`config.mk`:
```
export PLATFORM = sky130hd
export DESIGN_NAME = hg_turn_sequencer
export DESIGN_NICKNAME = d
export VERILOG_FILES = /design/src/rtl/hg_pkg.sv /design/src/rtl/hg_turn_table.sv /design/src/rtl/hg_turn_sequencer.sv
export SDC_FILE = /design/constraint.sdc
export NUM_CORES = 1
export LEC_CHECK = 0
export BUFFER_PORTS_ARGS = -buffer_cell sky130_fd_sc_hd__buf_2
export CORE_MARGIN = 2
export CORE_UTILIZATION = 53
export CTS_BUF_LIST = sky130_fd_sc_hd__clkbuf_4 sky130_fd_sc_hd__clkbuf_8 sky130_fd_sc_hd__clkbuf_16
export DETAILED_ROUTE_END_ITERATION = 10
export HOLD_SLACK_MARGIN = 0.08
export PLACE_DENSITY = 0.82
export SKIP_CTS_REPAIR_TIMING = 1
export SLEW_MARGIN = 10
export SYNTH_ARGS = -nofsm -noshare
export SYNTH_HDL_FRONTEND = slang
export SYNTH_HIERARCHICAL = 1
export SYNTH_SLANG_ARGS = --single-unit
```
`constraint.sdc`:
```
create_clock -name clock -period 2.7 [get_ports clock]
set_clock_uncertainty 0.2 [all_clocks]
set_input_delay 0.54 -clock clock [delete_from_list [all_inputs] [get_ports clock]]
set_output_delay 0.54 -clock clock [all_outputs]
set_load 0.03 [all_outputs]
```
`src/rtl/hg_pkg.sv`:
```
// hg_pkg: shared state encoding, result codes and hourglass constants
package hg_pkg;
    localparam int MSB_DEFAULT = 13;
    localparam int SMALL = 4;
    localparam int LARGE = 7;
    localparam logic [1:0] ST_IDLE = 2'd0;
    localparam logic [1:0] ST_RUN = 2'd1;
    localparam logic [1:0] ST_REPORT = 2'd2;
    localparam logic [1:0] RES_NONE = 2'b00;
    localparam logic [1:0] RES_DONE = 2'b01;
    localparam logic [1:0] RES_FAIL = 2'b10;
    localparam logic [1:0] RES_EXH = 2'b11;
    // Outcome of a finished run; failure outranks done, exhaustion is the fallback
    function automatic logic [1:0] exit_code(input logic failed, input logic done);
        return failed ? RES_FAIL : done ? RES_DONE : RES_EXH;
    endfunction
endpackage

```
`src/rtl/hg_turn_table.sv`:
```
// hg_turn_table: DEPTH x 2 turn-step register file, one write port, async read
module hg_turn_table #(
    parameter int DEPTH = 8,
    parameter int AW = (DEPTH > 1) ? $clog2(DEPTH) : 1
) (
    input  logic          clock,
    input  logic          we,
    input  logic [AW-1:0] waddr,
    input  logic [1:0]    wdata,
    input  logic [AW-1:0] raddr,
    output logic [1:0]    rdata
);
    logic [1:0] mem [DEPTH];
    // Contents are don't-care after a clear, so the storage carries no reset
    always_ff @(posedge clock) begin
        if (we) mem[waddr] <= wdata;
    end
    assign rdata = mem[raddr];
endmodule

```
`src/rtl/hg_turn_sequencer.sv`:
```
// hg_turn_sequencer: plays a loaded list of hourglass turn steps and reports the outcome
module hg_turn_sequencer
    import hg_pkg::*;
#(
    parameter int MSB = MSB_DEFAULT,
    parameter int DEPTH = 8
) (
    input  logic         clock,
    input  logic         reset,
    input  logic         cfg_valid,
    output logic         cfg_ready,
    input  logic [1:0]   cfg_turn,
    input  logic         cfg_clear,
    input  logic [MSB:0] target,
    input  logic         go,
    input  logic         hg_done,
    input  logic         hg_failed,
    output logic         turnSmall,
    output logic         turnLarge,
    output logic [MSB:0] startTime,
    output logic         busy,
    output logic [1:0]   result,
    output logic         result_valid,
    output logic [3:0]   count
);
    localparam int AW = (DEPTH > 1) ? $clog2(DEPTH) : 1;
    localparam logic [3:0] DEPTH_C = 4'(DEPTH);
    logic [1:0] state;
    logic [3:0] ptr;
    logic [1:0] rd_turn;
    logic [AW-1:0] rd_addr;
    logic idle, wr, start, last, stop;
    assign idle = state == ST_IDLE;
    assign cfg_ready = idle && count < DEPTH_C && !go && !cfg_clear;
    assign wr = cfg_valid && cfg_ready;
    assign start = idle && go && count != 4'd0;
    assign last = ptr == count - 4'd1;
    assign stop = hg_failed || hg_done || last;
    // While idle, prefetch step 0 so it is on the turn outputs in the first RUN cycle
    assign rd_addr = (state == ST_RUN) ? AW'(ptr + 4'd1) : '0;
    assign busy = !idle;
    assign result_valid = state == ST_REPORT;
    hg_turn_table #(.DEPTH(DEPTH), .AW(AW)) u_table (
        .clock(clock),
        .we(wr),
        .waddr(AW'(count)),
        .wdata(cfg_turn),
        .raddr(rd_addr),
        .rdata(rd_turn)
    );
    // Sequencer FSM: load/clear in IDLE, one step per RUN cycle, single REPORT cycle
    always_ff @(posedge clock or posedge reset) begin
        if (reset) begin
            state <= ST_IDLE;
            count <= 4'd0;
            ptr <= 4'd0;
            startTime <= '0;
            result <= RES_NONE;
            {turnLarge, turnSmall} <= 2'b00;
        end else if (start) begin
            state <= ST_RUN;
            startTime <= target;
            ptr <= 4'd0;
            result <= RES_NONE;
            {turnLarge, turnSmall} <= rd_turn;
        end else if (idle && cfg_clear) begin
            count <= 4'd0;
        end else if (wr) begin
            count <= count + 4'd1;
        end else if (state == ST_RUN) begin
            state <= stop ? ST_REPORT : ST_RUN;
            result <= stop ? exit_code(hg_failed, hg_done) : result;
            ptr <= stop ? ptr : ptr + 4'd1;
            {turnLarge, turnSmall} <= stop ? 2'b00 : rd_turn;
        end else if (state == ST_REPORT) begin
            state <= ST_IDLE;
        end
    end
endmodule

```
; After elaboration in Yosys (flattened, before gate mapping)
; Memory sizes are Yosys's and may differ from the RTL's.
; Index checks and enable logic that the tools add are counted.
[classes]
mux = 32
n_bitwise = 1
n_eq_ne = 6
addsub = 3
reduce_logical = 23
order_cmp = 1
[op_table]
columns = operator, count
row1 = 2-bit two-way mux, 14
row2 = 4-bit two-way mux, 7
row3 = 1-bit two-way mux, 10
row4 = "4-bit by 1-bit adder with 4-bit output, second input constant", 2
row5 = 4-bit AND reduction, 2
row6 = 1-bit logical AND, 7
row7 = "2-bit inequality test, second input constant", 3
row8 = 3-bit AND reduction, 2
row9 = 2-bit nonzero test, 3
row10 = 4-bit == test, 1
row11 = "4-bit < comparator, second input constant", 1
row12 = 4-bit nonzero test, 1
row13 = "4-bit by 1-bit subtractor with 4-bit output, second input constant", 1
row14 = 1-bit logical NOT, 3
row15 = 3-bit two-way mux, 1
row16 = 3-bit nonzero test, 1
row17 = "2-bit by 1-bit == test with 1-bit output, second input constant", 1
row18 = "2-bit == test, second input constant", 1
row19 = 2-bit logical NOT, 1
row20 = 1-bit logical OR, 2
row21 = 2-bit AND reduction, 1
row22 = 1-bit inverter, 1
[word_totals]
regBits = 28
mem_count = 1
ramBits = 16
inputBits = 23
output_inout_bits = 25
[memory_table]
columns = memory, words, width, rd, rd_ports_with_merged_regs, write_ports, line
row1 = u_table.mem, 8, 2, 1, 0, 1, hg_turn_table.sv:13  ; logic [1:0] mem [DEPTH];

; Longest topological paths before layout
; Gate-level depths: netlist of the first run.
[depth]
ltp_word = 8
depth_mapped = 8
depth_no_buf = 7

; Modules after synthesis
; The synthesis of the first run kept the hierarchy.
[by_module_without_submodules]
columns = mod, seq_area_each_um2, cells_each, area_per_inst_um2, instances
row1 = hg_turn_sequencer, 700.7, 140, 1382.6, 1
row2 = hg_turn_table, 480.5, 35, 666.9, 1

; Least setup slack after synthesis of the first run
; No wires, ideal clock.
[synth_path]
kind = flip-flop to output port
startpoint = register state[0]
endpoint = output port cfg_ready
path_stages_with_launch = 4
arrival_ns = 1.778
setup_slack_ns = 0.182
path_buffers = 0
cell_sequence = dfrtp_1 > nor2_2 > inv_1 > nor4_1
[synth_between]
elab_chain_cells = 4
[synth_lines]
columns = item, line
row1 = "start, declared", hg_turn_sequencer.sv:28  ; logic [1:0] state;
row2 = "start signal, assigned", hg_turn_sequencer.sv:71  ; state <= stop ? ST_REPORT : ST_RUN;
row3 = 2-bit logical NOT, hg_turn_sequencer.sv:33  ; assign idle = state == ST_IDLE;
row4 = 1-bit logical AND (3 in series), hg_turn_sequencer.sv:34  ; assign cfg_ready = idle && count < DEPTH_C && !go && !cfg_clear;
row5 = "end, declared", hg_turn_sequencer.sv:11  ; output logic cfg_ready,
; Every way passes these cells.

; Worst setup path after layout of the first run
[layout_path]
startpoint = register state[1]
endpoint = register turnLarge
[layout_between]
elab_chain_cells = 8
elab_cells_between_ends = 20
[layout_lines]
columns = item, line
row1 = 2-bit by 1-bit == test with 1-bit output *, hg_turn_sequencer.sv:40  ; assign rd_addr = (state == ST_RUN) ? AW'(ptr + 4'd1) : '0;
row2 = 3-bit two-way mux *, hg_turn_sequencer.sv:40
row3 = named net rd_addr[0], hg_turn_sequencer.sv:31  ; logic [AW-1:0] rd_addr;
row4 = memory 8 x 2 bit *, n/a
row5 = named net rd_turn[1], hg_turn_sequencer.sv:30  ; logic [1:0] rd_turn;
row6 = 2-bit two-way mux, hg_turn_sequencer.sv:74  ; {turnLarge, turnSmall} <= stop ? 2'b00 : rd_turn;
row7 = 1-bit two-way mux, hg_turn_sequencer.sv:70  ; end else if (state == ST_RUN) begin
row8 = 1-bit two-way mux, hg_turn_sequencer.sv:68  ; end else if (wr) begin
row9 = 1-bit two-way mux, hg_turn_sequencer.sv:66  ; end else if (idle && cfg_clear) begin
row10 = 1-bit two-way mux *, hg_turn_sequencer.sv:60  ; end else if (start) begin
row11 = "end signal, assigned", hg_turn_sequencer.sv:65  ; {turnLarge, turnSmall} <= rd_turn;
row12 = "end signal, assigned", hg_turn_sequencer.sv:74
row13 = "end, declared", hg_turn_sequencer.sv:19  ; output logic turnLarge,
; Mark *: on every way through the listed nets, which the timed path passes. The rest lies on a longest branch. The select of a mux whose other input is x is not followed.
; A chain may end at the register's enable or synchronous reset.

==> results.md, run 1 <==
* Clock buffer count from CTS at 5
* Ports at 48
* Sequential power share at 0.419
* Dominant synthesized flop cell: dfrtp_1
* CP Buf/Inv Count at 0
* Slowest CP cell: mux4_1
* Area growth syn-to-layout at 19.8%
* PwrDens at 895 mW/mm^2
* Final nets at 254
* Vias/cell at 5.28
* Post-synth ARST share at 0.636
* Count of input and output buffers at 47
* Num Clock Sinks at 44
* Relative slew slack at 0.747
* CTS tree: yes
* Power consumption at 2.20 mW
* Arr. time, crit path at 2400 ps
* Distinct cells, synth at 40
* Post-synthesis cell count at 175
* Crit-path max cell delay at 610 ps
* Sw frac at 0.380
* Placed Cells at 268
* Final Max Slew Viols at 0
* Row cnt at 22
* Most frequent cells in the layout: buf_2, nand2_1, dfrtp_1
* Setup TNS at 0 ps
* Leak Pwr at 1.16 nW
* Syn_nets at 202
* Gpl congestion at 0.754
* Core area at 0.00369 sq mm
* Hold WC Path Type: in2async
* H-tree Lvls at 2
* Worst Path Max Fanout at 6
* Post-DP HPWL at 2870 microns
* EDFF count, synth at 16
* # diodes at 0
* Final setup viols at 0
* Clock network fraction of design power at 0.227
* Startpoint of the worst-slack reg-to-reg timing path: state[1]$_DFFE_PP0P_
* Cell Area, Placed at 0.00234 sq mm
* Clock transition at path regs at 80 ps
* CP Launch Type: flop
* Final ANT Viol Nets at 0
* First-pass GRT wire length at 6490 microns
* P_sw at 0.836 mW
* R2R depth at 5
* Post-Place Worst Slack at 273 ps
* Crit-path cells: nand2b_1, nor2_1, mux4_1, mux2_2, a32o_1
* Register area share after synthesis at 0.576
* Peak VDD IR at 0.524 mV
* Layout cells sized above 1 at 0.311
* Vias in the first global route at 1434
* Final setup margin at 289 ps
* Initial antenna violation count at 0
* RR Endpoint: turnLarge$_DFFE_PP0P_
* Post-route minimum period at 2410 ps
* Synthesized area at 0.00205 sq mm
* Die Y at 66.2 microns
* Reg2reg setup slack at 290 ps
* WL/cell at 14.1 microns
* Worst skew pair latency at 290 ps
* Min Hold Slack at 88.6 ps
* Final WL at 3900 microns
* Die area at 0.00438 sq mm
* Status: completed
* Max-cap violations at 0
* Yosys warnings at 6
* Fmax achieved at 415 MHz
* Final worst path period share at 0.893
* Design area at 0.00246 sq mm
* Syn avg cell area at 11.7 sq um
* RSZ-0062 raised after global routing: false
* Combinational share of power at 0.353
* Post-route core utilization at 0.666
* Largest net degree at the start of global routing at 29
* Vias post-DR at 1456
* Drt first pass iters at 4
* Critical Path RT at 2690 ps
* Initial Util at 0.556
* DRT iter0 DRCs at 56
* Internal power at 1.36 mW
* Commonest non-fill, non-tap cell in the layout: buf_2
* CP top delay family: multiplexers
* Hold Fails Final Rpt at 0
* GRT Total Usage at 0.202
* Total gr overflow at 0
* #FFs+latches synth at 44
* Setup CP Type: reg2reg
* DRC viols at 0
* CTS root buf: clkbuf_8
* Worst Tran Pin Value at 380 ps
* Die width at 66.2 microns
* Endpoint class of the critical path: flop
* Longest Clk Path Bufs at 2
* Non-Filler Instances at 276
-- layout make-up --
class,count,area (sq um)
clock buffer,6,76.3
clock inverter,2,35.0
fill,288,1230
inverter,7,26.3
multi-input combinational,118,812
sequential,44,1180
tap,48,60.1
timing repair buffer,51,265
-- tightest hold or removal path, cell delays in order --
cell and delay [ps]:
buf_2 90, inv_1 40, buf_4 320
-- routing by layer --
metal / global-route usage / share of wire
met5: 0 / 0
met4: 0.0765 / 0.017
met3: 0.0613 / 0.055
met2: 0.310 / 0.48
met1: 0.270 / 0.45
-- flip-flops by register name, summed over array words and instances, names as in the netlist --
register and cells:
startTime 14, result 2, count 4, turnLarge 1, u_table/mem 16, state 2
ptr 4, turnSmall 1
-- power by group through the flow --
stage / combinational (mW) / clock, mW / sequential, mW
2_1_floorplan: 0.287 / 0 / 1.19
3_3_place_gp: 0.764 / 0 / 0.929
3_5_place_dp: 0.790 / 0 / 0.924
4_1_cts: 0.785 / 0.512 / 0.921
5_1_grt: 0.841 / 0.537 / 0.941
6_report: 0.777 / 0.500 / 0.921
-- Yosys cell counts (2+ instances only) --
| cell | number | area (sq um) |
|---|---|---|
| xor2_1 | 3 | 26.3 |
| nor2_1 | 12 | 45.0 |
| o211ai_1 | 2 | 15.0 |
| inv_1 | 7 | 26.3 |
| mux4_1 | 4 | 105 |
| xnor2_2 | 2 | 32.5 |
| buf_2 | 6 | 30.0 |
| nand3_1 | 3 | 15.0 |
| nand2b_1 | 4 | 25.0 |
| nand2_1 | 45 | 169 |
| ha_1 | 4 | 50.1 |
| mux2_2 | 3 | 33.8 |
| nor3_1 | 3 | 15.0 |
| a21oi_1 | 3 | 15.0 |
| a31oi_1 | 3 | 18.8 |
| o21ai_0 | 3 | 15.0 |
| edfxtp_1 | 16 | 480 |
| a32o_1 | 2 | 20.0 |
| dfrtp_1 | 28 | 701 |
| o31ai_1 | 2 | 15.0 |
-- how the worst max path moves through the flow --
| stage | slack, ps | cells after the start | from | end |
|---|---|---|---|---|
| after global placement | 370 | 5 | state[1]$_DFFE_PP0P_ | turnSmall$_DFFE_PP0P_ |
| after CTS | 260 | 5 | state[1]$_DFFE_PP0P_ | turnSmall$_DFFE_PP0P_ |
| after global routing | 180 | 5 | state[1]$_DFFE_PP0P_ | turnSmall$_DFFE_PP0P_ |
| after detailed placement | 270 | 5 | state[1]$_DFFE_PP0P_ | turnSmall$_DFFE_PP0P_ |
| after floorplan | 180 | 3 | state[0]$_DFFE_PP0P_ | cfg_ready |
| final | 290 | 5 | state[1]$_DFFE_PP0P_ | turnLarge$_DFFE_PP0P_ |
-- logic make-up after synthesis --
logic type                 Yosys count  synth area share
DFF                                 44             0.576
and+or+nand+nor                     77             0.169
AOI/OAI and AO/OA                   23            0.0916
adders and majority gates            4            0.0244
buffers and inverters               13            0.0275
xor gates and xnor gates             7            0.0440
muxes                                7            0.0678
No activity file was read; power rests on OpenSTA's default activity.
==> run 2: changes to the inputs <==
--- a/config.mk
+++ b/config.mk
@@ -7,14 +7,13 @@
 export LEC_CHECK = 0
 export BUFFER_PORTS_ARGS = -buffer_cell sky130_fd_sc_hd__buf_2
 export CORE_MARGIN = 2
-export CORE_UTILIZATION = 53
-export CTS_BUF_LIST = sky130_fd_sc_hd__clkbuf_4 sky130_fd_sc_hd__clkbuf_8 sky130_fd_sc_hd__clkbuf_16
+export CORE_UTILIZATION = 55
+export CTS_BUF_LIST = sky130_fd_sc_hd__clkbuf_8
 export DETAILED_ROUTE_END_ITERATION = 10
 export HOLD_SLACK_MARGIN = 0.08
-export PLACE_DENSITY = 0.82
+export PLACE_DENSITY = 0.84
 export SKIP_CTS_REPAIR_TIMING = 1
 export SLEW_MARGIN = 10
 export SYNTH_ARGS = -nofsm -noshare
 export SYNTH_HDL_FRONTEND = slang
-export SYNTH_HIERARCHICAL = 1
 export SYNTH_SLANG_ARGS = --single-unit
==> run 2 against run 1 <==
  * Sequential share of layout area up 0.074 points
  * Utilization up 1.4 points
  * Register-to-register slack better by 40 ps
  * Sequential power down 4.0%
  * Fmax up 1.6%
  * Setup slack better by 38 ps
  * Global-route usage down 0.28 points
  * Via count down 1.4%
  * Area after synthesis down 0.43%
  * Routed wire length down 4.0%
  * Critical endpoint unchanged
  * Largest cell class unchanged
  * Highest routed layer unchanged
==> results.md, run 2 <==
* Worst Tran Pin Value at 549 ps (was 380 ps)
* Synth Area in Simple Gates at 0.103 (was 0.168)
* Post-synthesis compound-gate area fraction at 0.126 (was 0.0916)
* Drt first pass iters at 4 (unchanged)
* Worst skew pair latency at 300 ps (was 290 ps)
* Largest net degree at the start of global routing at 29 (unchanged)
* Post-synth top area share at 0.343 (was 0.342)
* Clock buffer count from CTS at 5 (unchanged)
* Post-synth top cells: dfrtp_1, edfxtp_1, mux2_2 (was nand2_1, dfrtp_1, edfxtp_1)
* # diodes at 0 (unchanged)
* Worst Path Max Fanout at 9 (was 6)
* Area of the multi-input gates at 792 sq um (was 812 sq um)
* Endpoint class of the critical path: flop (unchanged)
* WL/cell at 14.3 microns (was 14.1 microns)
* Commonest non-fill, non-tap cell in the layout: buf_2 (unchanged)
* Vias post-DR at 1436 (was 1456)
* Syn_nets at 187 (was 202)
* FF+latch area at 0.00118 sq mm (unchanged)
* Grt met2 use at 0.345 (was 0.310)
* Most frequent cells in the layout: buf_2, dfrtp_1, mux2_2, edfxtp_1, inv_1 (was buf_2, nand2_1, dfrtp_1)
* Status: completed (unchanged)
* Critical Path RT at 2690 ps (about the same)
* First-pass GRT wire length at 6240 microns (was 6490 microns)
* Final Max Slew Viols at 0 (unchanged)
* Layout cells sized above 1 at 0.364 (was 0.311)
* Max-cap violations at 0 (unchanged)
* Longest Clk Path Bufs at 2 (unchanged)
* Count of input and output buffers at 47 (unchanged)
* Post-route core utilization at 0.680 (was 0.666)
* Synthesized area at 0.00204 sq mm (was 0.00205 sq mm)
* CTS root buf: clkbuf_8 (unchanged)
* Ports at 48 (unchanged)
* Gpl congestion at 0.758 (was 0.754)
* Arr. time, crit path at 2370 ps (was 2400 ps)
* Post-synth ARST share at 0.636 (unchanged)
* Post-Synth Adder-Cell Area at 0.0184 (was 0.0244)
* CTS tree: yes (unchanged)
* Setup CP Type: reg2reg (unchanged)
* Num Clock Sinks at 44 (unchanged)
* # fillers at 280 (was 288)
* Peak VDD IR at 0.560 mV (was 0.524 mV)
* Synth Area in XOR/XNOR at 0.0380 (was 0.0440)
* Max reg flops at 16 (unchanged)
* Post-route minimum period at 2370 ps (was 2410 ps)
* Die width at 64.9 microns (was 66.2 microns)
* Final ANT Viol Nets at 0 (unchanged)
* Initial antenna violation count at 0 (unchanged)
* Regs by FF count: u_table.mem (16), startTime (14) (was u_table/mem (16), startTime (14))
* Reg2reg setup slack at 330 ps (was 290 ps)
* Die area at 0.00421 sq mm (was 0.00438 sq mm)
* Post-synthesis cell count at 161 (was 175)
* EDFF count, synth at 16 (unchanged)
* Yosys warnings at 0 (was 6)
* Syn avg cell area at 12.7 sq um (was 11.7 sq um)
* CP Launch Type: flop (unchanged)
* Vias/cell at 5.48 (was 5.28)
* Most common cell in the netlist: dfrtp_1 (was nand2_1)
* Row cnt at 22 (unchanged)
* Power consumption at 1.97 mW (was 2.20 mW)
* Total gr overflow at 0 (unchanged)
* #FFs+latches synth at 44 (unchanged)
* Dominant synthesized flop cell: dfrtp_1 (unchanged)
* H-tree Lvls at 2 (unchanged)
* Final nets at 239 (was 254)
* Area growth syn-to-layout at 20.2% (was 19.8%)
* Post-DP HPWL at 2810 microns (was 2870 microns)
* R2R depth at 7 (was 5)
* Initial Util at 0.566 (was 0.556)
* M1 GR Usage at 0.220 (was 0.270)
* GRT Total Usage at 0.199 (was 0.202)
* Synth area leader: dfrtp_1 (unchanged)
* Hold WC Path Type: in2async (unchanged)
* Multiplexer share of the synthesized area at 0.103 (was 0.0678)
* Die Y at 64.9 microns (was 66.2 microns)
* Area contributors post-synth: dfrtp_1, edfxtp_1, mux2_2 (was dfrtp_1, edfxtp_1, nand2_1)
* Core area at 0.00361 sq mm (was 0.00369 sq mm)
* Distinct cells, synth at 39 (was 40)
* Final worst path period share at 0.879 (was 0.893)
* Relative slew slack at 0.634 (was 0.747)
* PwrDens at 802 mW/mm^2 (was 895 mW/mm^2)
* Clock transition at path regs at 80 ps (about the same)
* Leak Pwr at 1.08 nW (was 1.16 nW)
* Fmax achieved at 421 MHz (was 415 MHz)
* GRT busiest layer: met2 (unchanged)
* Final setup viols at 0 (unchanged)
* Largest family of logic cells by synthesized area: compound AO/OA/AOI/OAI gates (was simple AND/OR/NAND/NOR gates)
* RR Endpoint: turnLarge$_DFFE_PP0P_ (unchanged)
* DRC viols at 0 (unchanged)
* DRT iter0 DRCs at 97 (was 56)
* Startpoint of the worst-slack reg-to-reg timing path: count[1]$_DFFE_PP0P_ (was state[1]$_DFFE_PP0P_)
* Biggest register: u_table.mem (was u_table/mem)
* Hold Fails Final Rpt at 0 (unchanged)
* Vias in the first global route at 1489 (was 1434)
* Final WL at 3750 microns (was 3900 microns)
* Register area share after synthesis at 0.579 (was 0.576)
* Setup TNS at 0 ps (unchanged)
* RSZ-0062 raised after global routing: false (unchanged)
* Met3 Use GR at 0.0625 (was 0.0613)
[run 2: metal layers]
metal	share of wire	vias to the layer above	wire [microns]
met5	0	-	0
met4	0.024	0	90
met3	0.047	12	176
met2	0.52	36	1930
met1	0.41	696	1550
li1	-	692	-
[run 2: power by group]
part	total, mW	switching (mW)	internal, mW
Clock	0.482	0.212	0.271
Combinational	0.601	0.384	0.217
Sequential	0.884	0.0731	0.811
Total	1.97	0.668	1.30
[run 2: worst max path at each step]
stage,from,end,slack [ps],depth (start not counted)
4_1_cts,count[1]$_DFFE_PP0P_,turnLarge$_DFFE_PP0P_,340,7
3_3_place_gp,count[1]$_DFFE_PP0P_,turnLarge$_DFFE_PP0P_,450,6
6_report,count[1]$_DFFE_PP0P_,turnLarge$_DFFE_PP0P_,330,7
3_5_place_dp,count[1]$_DFFE_PP0P_,turnLarge$_DFFE_PP0P_,370,7
5_1_grt,count[1]$_DFFE_PP0P_,turnLarge$_DFFE_PP0P_,150,6
2_1_floorplan,count[1]$_DFFE_PP0P_,turnLarge$_DFFE_PP0P_,340,6
[run 2: cells by family (layout without fill, tap and decap cells)]
kind of cell,Yosys count,in the layout
compound gates,30,30
buf+inv,15,68
flops,44,44
simple gates,42,42
xor+xnor,8,8
mux,19,19
fa+ha+maj,3,3
[run 2: cell type report]
| cell class | instances | area share |
|---|---|---|
| Clock buffer | 5 | 0.0281 |
| Multi-Input combinational cell | 102 | 0.323 |
| Timing Repair Buffer | 51 | 0.113 |
| Tap cell | 48 | 0.0245 |
| Inverter | 9 | 0.0138 |
| Sequential cell | 44 | 0.482 |
| Clock inverter | 3 | 0.0158 |
[run 2: through the flow]
| stage | hold slack (ps) | cells | setup slack, ps | area (sq um) |
|---|---|---|---|---|
| floorplan | 273 | 161 | 344 | 2040 |
| global placement | 283 | 254 | 449 | 2340 |
| CTS | 90.2 | 262 | 343 | 2450 |
| global route | 119 | 262 | 154 | 2450 |
| detailed placement | 288 | 254 | 372 | 2340 |
| finish | 88.5 | 262 | 327 | 2450 |
[run 2: worst max-delay path: stages (launching register included)]
cell and delay, ps:
dfrtp_1 510, inv_1 130, ha_1 240, xnor2_2 150, xnor2_1 180, o41ai_4 530, nand2_2 110, a32o_1 220
